==> src/rtl/comp_stats_if.sv <==
// Operand/result handshake bundle for comp_stats.
// Both channels use valid/ready: a transfer happens on a rising clock edge
// where valid and ready are both 1; a source holds its payload stable while
// valid is 1 and ready is 0, and ready never depends on the same cycle's valid
// or payload.
// slave  : the comparator block (consumes operands, produces results).
// master : the environment (upstream producer and downstream consumer).
interface comp_stats_if;
  logic        in_valid;
  logic        in_ready;
  logic [15:0] in1;
  logic [15:0] in2;
  logic        res_valid;
  logic        res_ready;
  logic [1:0]  res_code;
  logic [15:0] res_max;

  modport slave (
    input  in_valid, in1, in2, res_ready,
    output in_ready, res_valid, res_code, res_max
  );

  modport master (
    output in_valid, in1, in2, res_ready,
    input  in_ready, res_valid, res_code, res_max
  );
endinterface

==> src/rtl/comp_stats.sv <==
// comp_stats: unsigned 16-bit comparator with a one-entry registered output
// holder and saturating per-outcome event counters.
// Optional feature: define COMP_STATS_RUNMAX_EN to build the running-maximum
// register; without it run_max is tied to zero.
// dbg_state is 1 while the output holder is FULL, 0 while EMPTY.
module comp_stats #(
  parameter int CNT_W = 8
) (
  input  logic             clk,
  input  logic             rst,
  comp_stats_if.slave      bus,
  input  logic             clear,
  output logic [CNT_W-1:0] cnt_eq,
  output logic [CNT_W-1:0] cnt_gt,
  output logic [CNT_W-1:0] cnt_lt,
  output logic [15:0]      run_max,
  output logic             dbg_state
);

  typedef enum logic {
    EMPTY = 1'b0,
    FULL  = 1'b1
  } state_t;

  localparam logic [1:0] CODE_EQ = 2'b00;
  localparam logic [1:0] CODE_GT = 2'b01;
  localparam logic [1:0] CODE_LT = 2'b10;

  state_t      state_q;
  state_t      state_d;
  logic        accept;
  logic        drain;
  logic [1:0]  code_new;
  logic [15:0] pair_max;

  // The holder can take a new pair when empty, or when its current result
  // leaves in the same cycle; this depends only on state and res_ready.
  assign bus.in_ready  = (state_q == EMPTY) || bus.res_ready;
  assign bus.res_valid = (state_q == FULL);
  assign accept        = bus.in_valid && bus.in_ready;
  assign drain         = bus.res_valid && bus.res_ready;
  assign dbg_state     = state_q;

  // Classify the incoming pair and pick its larger operand (in1 on a tie).
  always_comb begin
    code_new = CODE_EQ;
    pair_max = bus.in1;
    if (bus.in1 > bus.in2) begin
      code_new = CODE_GT;
    end else if (bus.in1 < bus.in2) begin
      code_new = CODE_LT;
      pair_max = bus.in2;
    end
  end

  // Holder state register.
  always_ff @(posedge clk) begin
    if (rst) begin
      state_q <= EMPTY;
    end else begin
      state_q <= state_d;
    end
  end

  // Holder next state: fill on accept, empty when drained without refill.
  always_comb begin
    state_d = state_q;
    case (state_q)
      EMPTY: if (accept) state_d = FULL;
      FULL:  if (drain && !accept) state_d = EMPTY;
      default: state_d = EMPTY;
    endcase
  end

  // Result payload: loaded on every accept, otherwise held stable.
  always_ff @(posedge clk) begin
    if (rst) begin
      bus.res_code <= CODE_EQ;
      bus.res_max  <= 16'h0000;
    end else if (accept) begin
      bus.res_code <= code_new;
      bus.res_max  <= pair_max;
    end
  end

  // Saturating outcome counters; clear wins over a concurrent accept.
  always_ff @(posedge clk) begin
    if (rst || clear) begin
      cnt_eq <= '0;
      cnt_gt <= '0;
      cnt_lt <= '0;
    end else if (accept) begin
      case (code_new)
        CODE_GT: if (cnt_gt != '1) cnt_gt <= cnt_gt + CNT_W'(1);
        CODE_LT: if (cnt_lt != '1) cnt_lt <= cnt_lt + CNT_W'(1);
        default: if (cnt_eq != '1) cnt_eq <= cnt_eq + CNT_W'(1);
      endcase
    end
  end

`ifdef COMP_STATS_RUNMAX_EN
  // Running maximum over all accepted operands since reset or clear.
  always_ff @(posedge clk) begin
    if (rst || clear) begin
      run_max <= 16'h0000;
    end else if (accept && (pair_max > run_max)) begin
      run_max <= pair_max;
    end
  end
`else
  assign run_max = 16'h0000;
`endif

endmodule

==> src/flat_wrapper.sv <==
// flat-port wrapper written by rule: the top's interface ports become plain ports
module comp_stats_flat 
#(
  parameter int CNT_W = 8
)
  (clk, rst, clear, cnt_eq, cnt_gt, cnt_lt, run_max, dbg_state, bus_in_valid, bus_in1, bus_in2, bus_res_ready, bus_in_ready, bus_res_valid, bus_res_code, bus_res_max);
  comp_stats_if bus_i ();
  input  logic clk;
  input  logic rst;
  input  logic clear;
  output logic [CNT_W-1:0] cnt_eq;
  output logic [CNT_W-1:0] cnt_gt;
  output logic [CNT_W-1:0] cnt_lt;
  output logic [15:0] run_max;
  output logic dbg_state;
  input wire logic [$bits(bus_i.in_valid)-1:0] bus_in_valid;
  input wire logic [$bits(bus_i.in1)-1:0] bus_in1;
  input wire logic [$bits(bus_i.in2)-1:0] bus_in2;
  input wire logic [$bits(bus_i.res_ready)-1:0] bus_res_ready;
  output wire logic [$bits(bus_i.in_ready)-1:0] bus_in_ready;
  output wire logic [$bits(bus_i.res_valid)-1:0] bus_res_valid;
  output wire logic [$bits(bus_i.res_code)-1:0] bus_res_code;
  output wire logic [$bits(bus_i.res_max)-1:0] bus_res_max;
  assign bus_i.in_valid = bus_in_valid;
  assign bus_i.in1 = bus_in1;
  assign bus_i.in2 = bus_in2;
  assign bus_i.res_ready = bus_res_ready;
  assign bus_in_ready = bus_i.in_ready;
  assign bus_res_valid = bus_i.res_valid;
  assign bus_res_code = bus_i.res_code;
  assign bus_res_max = bus_i.res_max;
  comp_stats #(.CNT_W(CNT_W)) u_core (.clk(clk), .rst(rst), .bus(bus_i), .clear(clear), .cnt_eq(cnt_eq), .cnt_gt(cnt_gt), .cnt_lt(cnt_lt), .run_max(run_max), .dbg_state(dbg_state));
endmodule
==> config.mk <==
export PLATFORM = sky130hd
export DESIGN_NAME = comp_stats_flat
export DESIGN_NICKNAME = d
export VERILOG_FILES = /design/src/rtl/comp_stats_if.sv /design/src/rtl/comp_stats.sv /design/src/flat_wrapper.sv
export SDC_FILE = /design/constraint.sdc
export NUM_CORES = 1
export LEC_CHECK = 0
export ABC_AREA = 1
export CAP_MARGIN = 5
export CORE_MARGIN = 5
export CORE_UTILIZATION = 35
export CTS_CLUSTER_SIZE = 12
export DETAILED_ROUTE_END_ITERATION = 12
export SLEW_MARGIN = 20
export SYNTH_ARGS = -nofsm -noshare
export SYNTH_HDL_FRONTEND = slang
export SYNTH_SLANG_ARGS = --single-unit
==> constraint.sdc <==
create_clock -name clk -period 5.2 [get_ports clk]
set_input_delay 1.04 -clock clk [delete_from_list [all_inputs] [get_ports clk]]
set_output_delay 1.04 -clock clk [all_outputs]
set_load 0.01 [all_outputs]
Word level (Yosys, flattened, before mapping)
Cells that the tools add are included.

Flip-flop bits (word level): 43. Input port bits: 37. Output and inout port bits: 61. Logic and storage cells: 35.

Add/subtract/negate cells: 3. Order comparisons: 2. Equal/unequal tests: 5. Mux-type cells: 7. Bitwise logic cells: 2. Reductions and logical operators: 10.

Operators by type and width (number): $mux 16 (2); $add 8x1->8 const B (3); $ne 8x8->1 const B (3); $gt 16x16->1 (1); $lt 16x16->1 (1); $reduce_and 3->1 (3); $mux 2 (2); $logic_and 1x1->1 (3); $eq 2x1->1 const B (1); $eq 2x2->1 const B (1); $logic_or 1x1->1 (2); $mux 1 (2); $not 1->1 (2); $pmux 1 s2 (1); $reduce_or 2->1 (1); $logic_not 1->1 (1).

Longest topological paths before layout
Depth in word-level cells: 7. Gate-level depth with buffers: 17. Mapped depth without buffers: 16.

Worst setup path after synthesis
Ideal clock, no wire load.

Kind: in2reg. Start point: input bus_in2[15]. End point: register u_core.cnt_eq[0]. Setup time: 130 ps. Arrival time: 2292 ps. Required time: 5070 ps. Slack: 2778 ps. Stages on the path: 10. Path buffers: 1. Cell sequence: inv_1 ha_1 a21oi_1 o21ai_1 a21oi_4 nand2_4 buf_6 nand3_4 nand2_1 nor3b_2.

Cells in the longest elaborated chain, start to end: 7. Elaborated cells on any way between the ends: 9. Those cells by class: order compare: 2; eq/ne: 2; mux: 2; bitwise: 1; reduce/logical: 2.

RTL lines: start: declaration (RTL line flat_wrapper.sv:18) `input wire logic [$bits(bus_i.in2)-1:0] bus_in2;`; $lt 16x16->1 (RTL line comp_stats.sv:50) `end else if (bus.in1 < bus.in2) begin`; $mux 2 (RTL line comp_stats.sv:50); $mux 2 (*) (RTL line comp_stats.sv:48) `if (bus.in1 > bus.in2) begin`; $eq 2x1->1 or $eq 2x2->1 (tied branches) (RTL line comp_stats.sv:93) `case (code_new)`; $reduce_or 2->1 (no source line) (*); $not 1->1 (no source line) (*); $reduce_and 3->1 (no source line) (*); end signal: assignment (RTL line comp_stats.sv:96) `default: if (cnt_eq != '1) cnt_eq <= cnt_eq + CNT_W'(1);`; end: declaration (RTL line comp_stats.sv:13) `output logic [CNT_W-1:0] cnt_eq,`.

Every way passes the cells marked *; elsewhere a longest branch is shown, timed or not. A chain may end at the register's enable or synchronous reset.

Final worst setup path
Start point: input bus_res_ready. End point: output bus_in_ready.

Cells in the longest elaborated chain, start to end: 1.

RTL lines: start: declaration (RTL line flat_wrapper.sv:19) `input wire logic [$bits(bus_i.res_ready)-1:0] bus_res_ready;`; $logic_or 1x1->1 (RTL line comp_stats.sv:38) `assign bus.in_ready = (state_q == EMPTY) || bus.res_ready;`; end: declaration (RTL line flat_wrapper.sv:20) `output wire logic [$bits(bus_i.in_ready)-1:0] bus_in_ready;`.

No other way between the ends.

==> results.toml <==
[power]
power_density_mw_per_mm2 = 215
p_leak_nw = 1.77
max-vdd-ir-drop_uv = 104

[timing]
slew_headroom = 0.640
period_share = 0.612
setup_slack_ps = 2020
finalSetupViolCount = 0
clock_skew_ps = 3.94
worst_pin_slew_ps = 538
slew_viol_final = 0
layout_min_cycle_time_ps = 3180
max_freq_mhz = 314
tns_ps = 0
rsz0062_at_grt = "false"
timing.hold.ws_ps = 491
hold_viol = 0

[cts]
clk_pin_slew_ps = 80
cts_num_sinks = 43
cts_resized = 0
clock_latency_ps = 300
cts-root-buf = "clkbuf_8"
postCtsSetupBuffers = 0
cts_made_buffers = 5
htree_levels = 2
cts_tree = "done"
cts_hold_buf = 0
cts_buffer_depth = 2

[synthesis]
synth_area_mm2 = 0.00283
syn_area_per_cell_um2 = 6.68
yosysUniqueCellTypes = 35
ys_seq_elements = 43
async_flop_share = 0
synthFlopType = "dfxtp_1"
yosysSeqAreaShare = 0.305
synth_edf_count = 0
syn_inst = 423
yosysWarnings = 0

[finish]
postLayoutCoreUtil = 0.480
final_common_cell = "nand2_1"
syn2layout_area_growth_pct = 32.8
multi_input_area_mm2 = 0.00156
fin_cells = 604
regArea_um2 = 861
fin_nets = 557
diodes = 0
final_cell_mix = "127 x nand2_1, 81 x clkdlybuf4s50_1, 68 x inv_1"
drive_above_1_share = 0.0538
nFillCells = 779

[critical_path]
crit_path_cell_trace = "clkdlybuf4s50_1 > inv_1 > nand2_2 > clkdlybuf4s50_1"
endpoint_kind = "primary output"
crit_family = "buffers and inverters"
worstSetupPathType = "in -> out"
startpoint_type = "input pin"
cpMostUsedCell = "clkdlybuf4s50_1"
cp_max_fo = 3
critical_path_buf_inv_count = 3
crit_required_ps = 4160
cpPeakStageDelay_ps = 540
arrival_ps = 2140
cp_slowest_cell = "clkdlybuf4s50_1"

[routing]
vias = 2662
wirelength_um = 6860
avgViaCountPerCell = 4.41
final_antenna_net_count = 0
firstDrtPassIters = 4
wl_per_cell_um = 11.4
drt_iter0_drc = 75
drc_errors = 0

[floorplan]
chipHeight_um = 99.8
start_util = 0.362
die_area_mm2 = 0.00997
die_x_um = 99.8
rows = 32
coreArea_mm2 = 0.00781
io_pins = 98

[place]
gp_congestion = 0.788
io_buffers = 81
place_inst = 596
dp_hpwl_um = 5310
dp_worst_setup_slack_ps = 1810

[grt]
antenna_found_initial = 0
grt_max_degree = 26
overflow = 0
grt_util_all_layers = 0.140
first_global_vias = 2532
grt_pass1_wl_um = 11500

[hold_path]
hold_path.class = "reg -> reg"

[run]
maxCapViolCount = 0

[status]
outcome = "complete, no violations"
sequential cells by signal, indices dropped and copies added (netlist names):
register	count
u_core.bus.res_code	2
u_core.bus.res_valid	1
u_core.cnt_eq	8
u_core.bus.res_max	16
u_core.cnt_gt	8
u_core.cnt_lt	8
worst paths after layout:
kind	cells past startpoint	start	end	slack, ps
min reg2reg	2	u_core.bus.res_code[0]	u_core.bus.res_code[0]	490
max	4	bus_res_ready	bus_in_ready	2020
min	2	u_core.bus.res_code[0]	u_core.bus.res_code[0]	490
max reg2reg	8	u_core.bus.res_valid	u_core.cnt_eq[5]	3250
power breakdown:
group	switching, mW	internal, mW	total, mW
combinational	0.0938	0.0831	0.177
sequential	0.00782	0.343	0.351
clock	0.123	0.156	0.279
total	0.225	0.582	0.807
worst register-to-register path: cells and delay by family, from the launching register on:
kind,cells,cell delay (ps)
buffers and inverters,1,450
flip-flops,1,370
AND/OR/NAND/NOR,5,840
AO/OA/AOI/OAI,2,180
stage by stage:
stage,area [um^2],power [mW]
floorplan,2880,0.473
global placement,3630,0.535
detailed placement,3630,0.537
CTS,3750,0.820
global route,3750,0.851
finish,3750,0.807
logic make-up after synthesis:
logic type,synth area share
XOR/XNOR,0.0186
adder cells (fa/ha/maj),0.0841
flip-flops,0.305
buffers and inverters,0.163
AO/OA/AOI/OAI,0.0695
other,0.00133
AND/OR/NAND/NOR,0.358
layout make-up:
type                       instances  area share
multi-input combinational        298       0.416
sequential                        43       0.229
timing repair buffer              82       0.218
inverter                          71      0.0714
tap                              102      0.0340
clock buffer                       6      0.0220
clock inverter                     2     0.00934
routing by layer:
layer / GRT usage / vias to the layer above / wire [um]
li1: - / 1436 / -
met1: 0.173 / 1156 / 3180
met2: 0.233 / 65 / 3080
met3: 0.0431 / 5 / 543
met4: 0.0378 / 0 / 59
met5: 0 / - / 0
Yosys cell counts (all sizes together) (2+ instances only):
cell,n,area (um^2)
buf,23,183
nor2,40,174
xor2,5,43.8
dfxtp,43,861
nand4,10,68.8
o21bai,4,33.8
clkbuf,3,11.3
nand3,32,173
inv,68,255
clkinv,3,12.5
or2,2,12.5
a21oi,20,123
nand3b,2,15.0
nand2,134,531
nor3,4,20.0
o21ai,5,25.0
ha,19,238
Power figures use the tool's default switching activity.
